File: src/rtl/msrv_32_iadder_scheduler.sv
// -----------------------------------------------------------------------------
// msrv_32_iadder_scheduler
// Shares the single immediate adder between the control-flow unit (pc+imm)
// and the load/store unit (rs1+imm). Arbitrates round-robin and registers the
// chosen operands into the adder inputs. Captures the sum one cycle later and
// returns it on a valid/ready response channel tagged with the requester id.
//
// Ports
//   clk_in, rst_in            clock, asynchronous active-high reset
//   req_valid_in[1:0]         bit0 control-flow, bit1 LSU request
//   req_ready_out[1:0]        one-hot grant (combinational)
//   ctl_pc_in, ctl_imm_in     control-flow operands
//   lsu_rs_1_in, lsu_imm_in   LSU operands
//   rs_1_out, pc_out, imm_out, iadder_src_out   registered adder inputs
//   iadder_in                 adder result
//   resp_valid_out, resp_ready_in, resp_id_out, resp_addr_out,
//   resp_misaligned_out       response channel
// -----------------------------------------------------------------------------
module msrv_32_iadder_scheduler #(
    parameter int unsigned WIDTH       = 32,
    parameter bit          ALIGN_CHECK = 1'b1
) (
    input  logic             clk_in,
    input  logic             rst_in,
    input  logic [1:0]       req_valid_in,
    output logic [1:0]       req_ready_out,
    input  logic [WIDTH-1:0] ctl_pc_in,
    input  logic [WIDTH-1:0] ctl_imm_in,
    input  logic [WIDTH-1:0] lsu_rs_1_in,
    input  logic [WIDTH-1:0] lsu_imm_in,
    output logic [WIDTH-1:0] rs_1_out,
    output logic [WIDTH-1:0] pc_out,
    output logic [WIDTH-1:0] imm_out,
    output logic             iadder_src_out,
    input  logic [WIDTH-1:0] iadder_in,
    output logic             resp_valid_out,
    input  logic             resp_ready_in,
    output logic             resp_id_out,
    output logic [WIDTH-1:0] resp_addr_out,
    output logic             resp_misaligned_out
);

    typedef enum logic [1:0] {
        IDLE = 2'd0,
        CALC = 2'd1,
        RESP = 2'd2
    } state_t;

    state_t           r_state,  w_state_nxt;
    logic             r_last_grant, w_last_grant_nxt;
    logic             r_id,     w_id_nxt;
    logic [WIDTH-1:0] r_rs_1,   w_rs_1_nxt;
    logic [WIDTH-1:0] r_pc,     w_pc_nxt;
    logic [WIDTH-1:0] r_imm,    w_imm_nxt;
    logic             r_src,    w_src_nxt;
    logic             r_resp_valid, w_resp_valid_nxt;
    logic             r_resp_id,    w_resp_id_nxt;
    logic [WIDTH-1:0] r_resp_addr,  w_resp_addr_nxt;
    logic             r_resp_mis,   w_resp_mis_nxt;

    logic             w_can_accept;
    logic             w_grant;
    logic [1:0]       w_ready;
    logic             w_accept;

    // Arbitration: a lone requester wins; on contention the one not granted last wins.
    always_comb begin
        w_can_accept = (r_state == IDLE) || ((r_state == RESP) && resp_ready_in);
        w_grant      = (&req_valid_in) ? ~r_last_grant : req_valid_in[1];
        w_ready      = 2'b00;
        if (!rst_in && w_can_accept && (|req_valid_in)) begin
            w_ready = w_grant ? 2'b10 : 2'b01;
        end
        w_accept = |(req_valid_in & w_ready);
    end

    // Next-state and next-register values.
    always_comb begin
        w_state_nxt      = r_state;
        w_last_grant_nxt = r_last_grant;
        w_id_nxt         = r_id;
        w_rs_1_nxt       = r_rs_1;
        w_pc_nxt         = r_pc;
        w_imm_nxt        = r_imm;
        w_src_nxt        = r_src;
        w_resp_valid_nxt = r_resp_valid;
        w_resp_id_nxt    = r_resp_id;
        w_resp_addr_nxt  = r_resp_addr;
        w_resp_mis_nxt   = r_resp_mis;

        case (r_state)
            IDLE: begin
                if (w_accept) w_state_nxt = CALC;
            end
            CALC: begin
                // Adder is combinational on the registered operands; take its sum now.
                w_resp_addr_nxt  = iadder_in;
                w_resp_id_nxt    = r_id;
                w_resp_mis_nxt   = ALIGN_CHECK && !r_id && (iadder_in[1:0] != 2'b00);
                w_resp_valid_nxt = 1'b1;
                w_state_nxt      = RESP;
            end
            RESP: begin
                if (resp_ready_in) begin
                    w_resp_valid_nxt = 1'b0;
                    w_state_nxt      = w_accept ? CALC : IDLE;
                end
            end
            default: begin
                w_state_nxt = IDLE;
            end
        endcase

        // Operand load is shared by the IDLE and RESP accept paths.
        if (w_accept) begin
            w_id_nxt         = w_grant;
            w_last_grant_nxt = w_grant;
            if (w_grant) begin
                w_rs_1_nxt = lsu_rs_1_in;
                w_pc_nxt   = '0;
                w_imm_nxt  = lsu_imm_in;
                w_src_nxt  = 1'b1;
            end else begin
                w_rs_1_nxt = '0;
                w_pc_nxt   = ctl_pc_in;
                w_imm_nxt  = ctl_imm_in;
                w_src_nxt  = 1'b0;
            end
        end
    end

    // State and datapath registers; reset discards any in-flight result.
    always_ff @(posedge clk_in or posedge rst_in) begin
        if (rst_in) begin
            r_state      <= IDLE;
            r_last_grant <= 1'b1;
            r_id         <= 1'b0;
            r_rs_1       <= '0;
            r_pc         <= '0;
            r_imm        <= '0;
            r_src        <= 1'b0;
            r_resp_valid <= 1'b0;
            r_resp_id    <= 1'b0;
            r_resp_addr  <= '0;
            r_resp_mis   <= 1'b0;
        end else begin
            r_state      <= w_state_nxt;
            r_last_grant <= w_last_grant_nxt;
            r_id         <= w_id_nxt;
            r_rs_1       <= w_rs_1_nxt;
            r_pc         <= w_pc_nxt;
            r_imm        <= w_imm_nxt;
            r_src        <= w_src_nxt;
            r_resp_valid <= w_resp_valid_nxt;
            r_resp_id    <= w_resp_id_nxt;
            r_resp_addr  <= w_resp_addr_nxt;
            r_resp_mis   <= w_resp_mis_nxt;
        end
    end

    assign req_ready_out       = w_ready;
    assign rs_1_out            = r_rs_1;
    assign pc_out              = r_pc;
    assign imm_out             = r_imm;
    assign iadder_src_out      = r_src;
    assign resp_valid_out      = r_resp_valid;
    assign resp_id_out         = r_resp_id;
    assign resp_addr_out       = r_resp_addr;
    assign resp_misaligned_out = r_resp_mis;

endmodule

File: config.mk
export PLATFORM = sky130hd
export DESIGN_NAME = msrv_32_iadder_scheduler
export DESIGN_NICKNAME = d
export VERILOG_FILES = /design/src/rtl/msrv_32_iadder_scheduler.sv
export SDC_FILE = /design/constraint.sdc
export NUM_CORES = 1
export LEC_CHECK = 0
export CORE_AREA = 4 4 152 110
export DETAILED_ROUTE_END_ITERATION = 10
export DIE_AREA = 0 0 156 114
export GPL_TIMING_DRIVEN = 1
export PLACE_DENSITY = 0.8
export SYNTH_ARGS = -nofsm -noshare
export SYNTH_HDL_FRONTEND = slang
export SYNTH_SLANG_ARGS = --single-unit
File: constraint.sdc
create_clock -name clk_in -period 6.47 [get_ports clk_in]
set_input_delay 1.941 -clock clk_in [delete_from_list [all_inputs] [get_ports clk_in]]
set_output_delay 1.941 -clock clk_in [all_outputs]
set_load 0.005 [all_outputs]
==> flow_summary.json <==
{
  "drive_gt1_frac": 0.0905,
  "cts_repair_resize_count": 0,
  "yosysWarnings": 0,
  "routed_wirelength_um": 17500,
  "final-hold-violation-count": 0,
  "synth_area_sq_um": 6140,
  "max_freq_ghz": 0.179,
  "yosysUniqueCellTypes": 26,
  "track_usage": 0.196,
  "outcome": "finished, final reports clean",
  "areaGrowthSynthToFinish_pct": 58.0,
  "rrSetupSlack_ps": 3560,
  "overflow": 0,
  "syn_inst": 552,
  "use_met3": 0.0774,
  "placed_area_sq_um": 9120,
  "synth-seq-cells": 135,
  "setup_viol": 0,
  "synth-async-reset-ratio": 1.00,
  "ios": 299,
  "whs_ps": 474,
  "cts_buffers": 17,
  "place_hpwl_um": 12800,
  "clk_pin_slew_ps": 50,
  "worst_path_max_delay_cell": "clkdlybuf4s50_1",
  "die_w_um": 156,
  "root_buffer": "clkbuf_16",
  "post_cts_buffers": 0,
  "crit_path_frequent_cell": "clkdlybuf4s50_1",
  "cp.depth": 4,
  "tightestPinTransition_ps": 1220,
  "grt_max_degree": 103,
  "clockPowerShare": 0.293,
  "endpoint_kind": "output pin",
  "drt_iter0_drc": 267,
  "ys_top_cells_by_count": "165 x nand2_1, 134 x dfrtp_1, 67 x inv_1, 64 x mux2i_1",
  "via_per_inst": 4.73,
  "ant_nets": 0,
  "p_int_mw": 2.35,
  "min_path_type": "reg -> reg",
  "drc": 0,
  "grt-busiest-layer": "met2",
  "slew_headroom": 0.183,
  "gr-usage-met1": 0.244,
  "grtUsageMet2": 0.327,
  "fin_crit_ps": 5580,
  "htree_levels": 4,
  "r2r_end": "r_last_grant$_DFFE_PP1P_",
  "crit_path_start_kind": "input pin",
  "slowest_delay_ps": 570,
  "pwr-share-comb": 0.334,
  "num_rows": 38,
  "fin_setup_tns_ps": 0,
  "diodes": 0,
  "initial_core_util": 0.402,
  "place_congestion": 0.792,
  "dieArea_sq_um": 17800,
  "r2r_cells": 5,
  "cap_violations": 0,
  "cp-startpoint": "rst_in",
  "synth_enable_flop_cells": 0,
  "fin_nets": 1003,
  "path_buf_inv": 2,
  "worst-setup-path-type": "in -> out",
  "antenna_found_initial": 0,
  "core_sq_um": 15300,
  "wl_per_cell_um": 16.7,
  "swShare": 0.283,
  "finalClockSkew_ps": 10.3,
  "yosysTopAreaCell": "dfrtp_1",
  "finish.instance_area_sq_um": 9710,
  "cts_buffer_depth": 2,
  "cts_sinks": 135,
  "die_h_um": 114,
  "cp.arrival_ps": 3640,
  "fin_crit_sh": 0.862,
  "drt-pass1-iter-count": 4,
  "hold_buffers": 0,
  "p_sw_uw": 927,
  "synth_area_leaders": "dfrtp_1 55%, mux2i_1 10%, nand2_1 10%, a2bb2oi_2 7.8%, o32ai_1 4.6%",
  "holdCritStartpoint": "resp_addr_out[5]$_DFFE_PP0P_",
  "vias": 4972,
  "synth_most_common_cell": "nand2_1",
  "rsz0062_at_grt": "no",
  "grt_pass1_vias": 5138,
  "yosysSeqAreaShare": 0.550,
  "pwr-share-seq": 0.374,
  "power_leakage_nw": 4.22,
  "crit_chain": "clkdlybuf4s50_1 > nor4_4 > and2_1 > clkdlybuf4s50_1",
  "insertion_delay_ps": 400,
  "place.port_buffers": 298,
  "worstPathRequired_ps": 4530,
  "cts_tree": "built",
  "yosysTopAreaCellShare": 0.546,
  "grt_pass1_wl_um": 27400,
  "nFillCells": 1219,
  "ir_worst_vdd_v": 0.000148,
  "syn_area_per_cell_sq_um": 11.1,
  "synth_nets": 717,
  "regToRegStartpoint": "r_state[1]$_DFFE_PP0P_",
  "endpoint": "req_ready_out[0]",
  "ys.flop_type": "dfrtp_1",
  "power_density_nw_per_um2": 338,
  "crit_fanout": 3,
  "finalMaxSlewViolations": 0,
  "crit_family": "buffers and inverters"
}
worst register-to-register path, cell delays in order, from the launching register on:
cell     delay [ps]
dfrtp_1         420
nor2b_4         160
nor4_4          290
buf_4           870
buf_4           710
mux2_1          380
logic make-up (layout without fill, tap and decap cells):
logic type,after synthesis,after routing,synth area share
AND/OR/NAND/NOR,176,176,0.116
flip-flops,135,135,0.550
buffers and inverters,105,404,0.0949
AO/OA/AOI/OAI,70,70,0.131
multiplexers,66,66,0.108
through the flow:
stage | utilization | power, mW | std cells | setup WS, ps
2_1_floorplan | - | 1.67 | 552 | 920
3_3_place_gp | 0.597 | 2.32 | 1019 | 886
3_5_place_dp | 0.597 | 2.34 | 1019 | 877
4_1_cts | 0.636 | 3.32 | 1051 | 877
5_1_grt | 0.636 | 3.47 | 1051 | 829
6_report | 0.636 | 3.28 | 1051 | 891
layout by cell type (no fill, tap or decap), drive strengths merged, types with 2 or more instances in the layout:
cell / Yosys / routed
clkdlybuf4s50: 0 / 298
clkbuf: 12 / 20
buf: 26 / 7
clkinv: 0 / 2
bufinv: 0 / 2
nor2: 2 / 2
and2: 2 / 2
inv: 67 / 72
nand2: 165 / 165
o32ai: 32 / 32
mux2i: 64 / 64
nor2b: 2 / 2
a2bb2oi: 32 / 32
clkinvlp: 0 / 3
dfrtp: 134 / 134
a21oi: 2 / 2
mux2: 2 / 2
worst min-delay path by stage:
stage | slack [ps] | end | depth (start not counted)
after floorplan | 470 | resp_addr_out[0]$_DFFE_PP0P_ | 2
after global placement | 460 | resp_addr_out[16]$_DFFE_PP0P_ | 2
after detailed placement | 460 | resp_addr_out[1]$_DFFE_PP0P_ | 2
after CTS | 480 | resp_addr_out[17]$_DFFE_PP0P_ | 2
after global routing | 490 | resp_misaligned_out$_DFFE_PP0P_ | 2
final | 470 | resp_addr_out[5]$_DFFE_PP0P_ | 2
state kept, by name, indices dropped and copies added (netlist names):
signal / cells
imm_out: 32
pc_out: 32
r_id: 1
r_last_grant: 1
r_state: 2
resp_addr_out: 32
resp_id_out: 1
resp_misaligned_out: 1
resp_valid_out: 1
rs_1_out: 32
routing by layer:
metal / up-vias / wire (um) / share of wire
met1: 2368 / 7270 / 0.42
met3: 11 / 1750 / 0.10
met2: 199 / 8380 / 0.48
li1: 2394 / - / -
met5: - / 0 / 0
met4: 0 / 106 / 0.0061
power by group through the flow:
stage / combinational [mW] / clock, mW / sequential (mW)
final: 1.09 / 0.960 / 1.23
after global routing: 1.19 / 1.02 / 1.26
after global placement: 1.09 / 0 / 1.23
after detailed placement: 1.11 / 0 / 1.24
after CTS: 1.11 / 0.983 / 1.23
after floorplan: 0.423 / 0 / 1.25
layout make-up:
class / count / area (sq um) / share of cell area
inverter: 67 / 256 / 0.0264
clock inverter: 12 / 143 / 0.0147
sequential: 135 / 3380 / 0.348
clock buffer: 20 / 447 / 0.0460
multi-input combinational: 312 / 2200 / 0.226
tap: 200 / 250 / 0.0258
timing repair buffer: 305 / 3040 / 0.313
No activity file was read; power rests on OpenSTA's default activity.
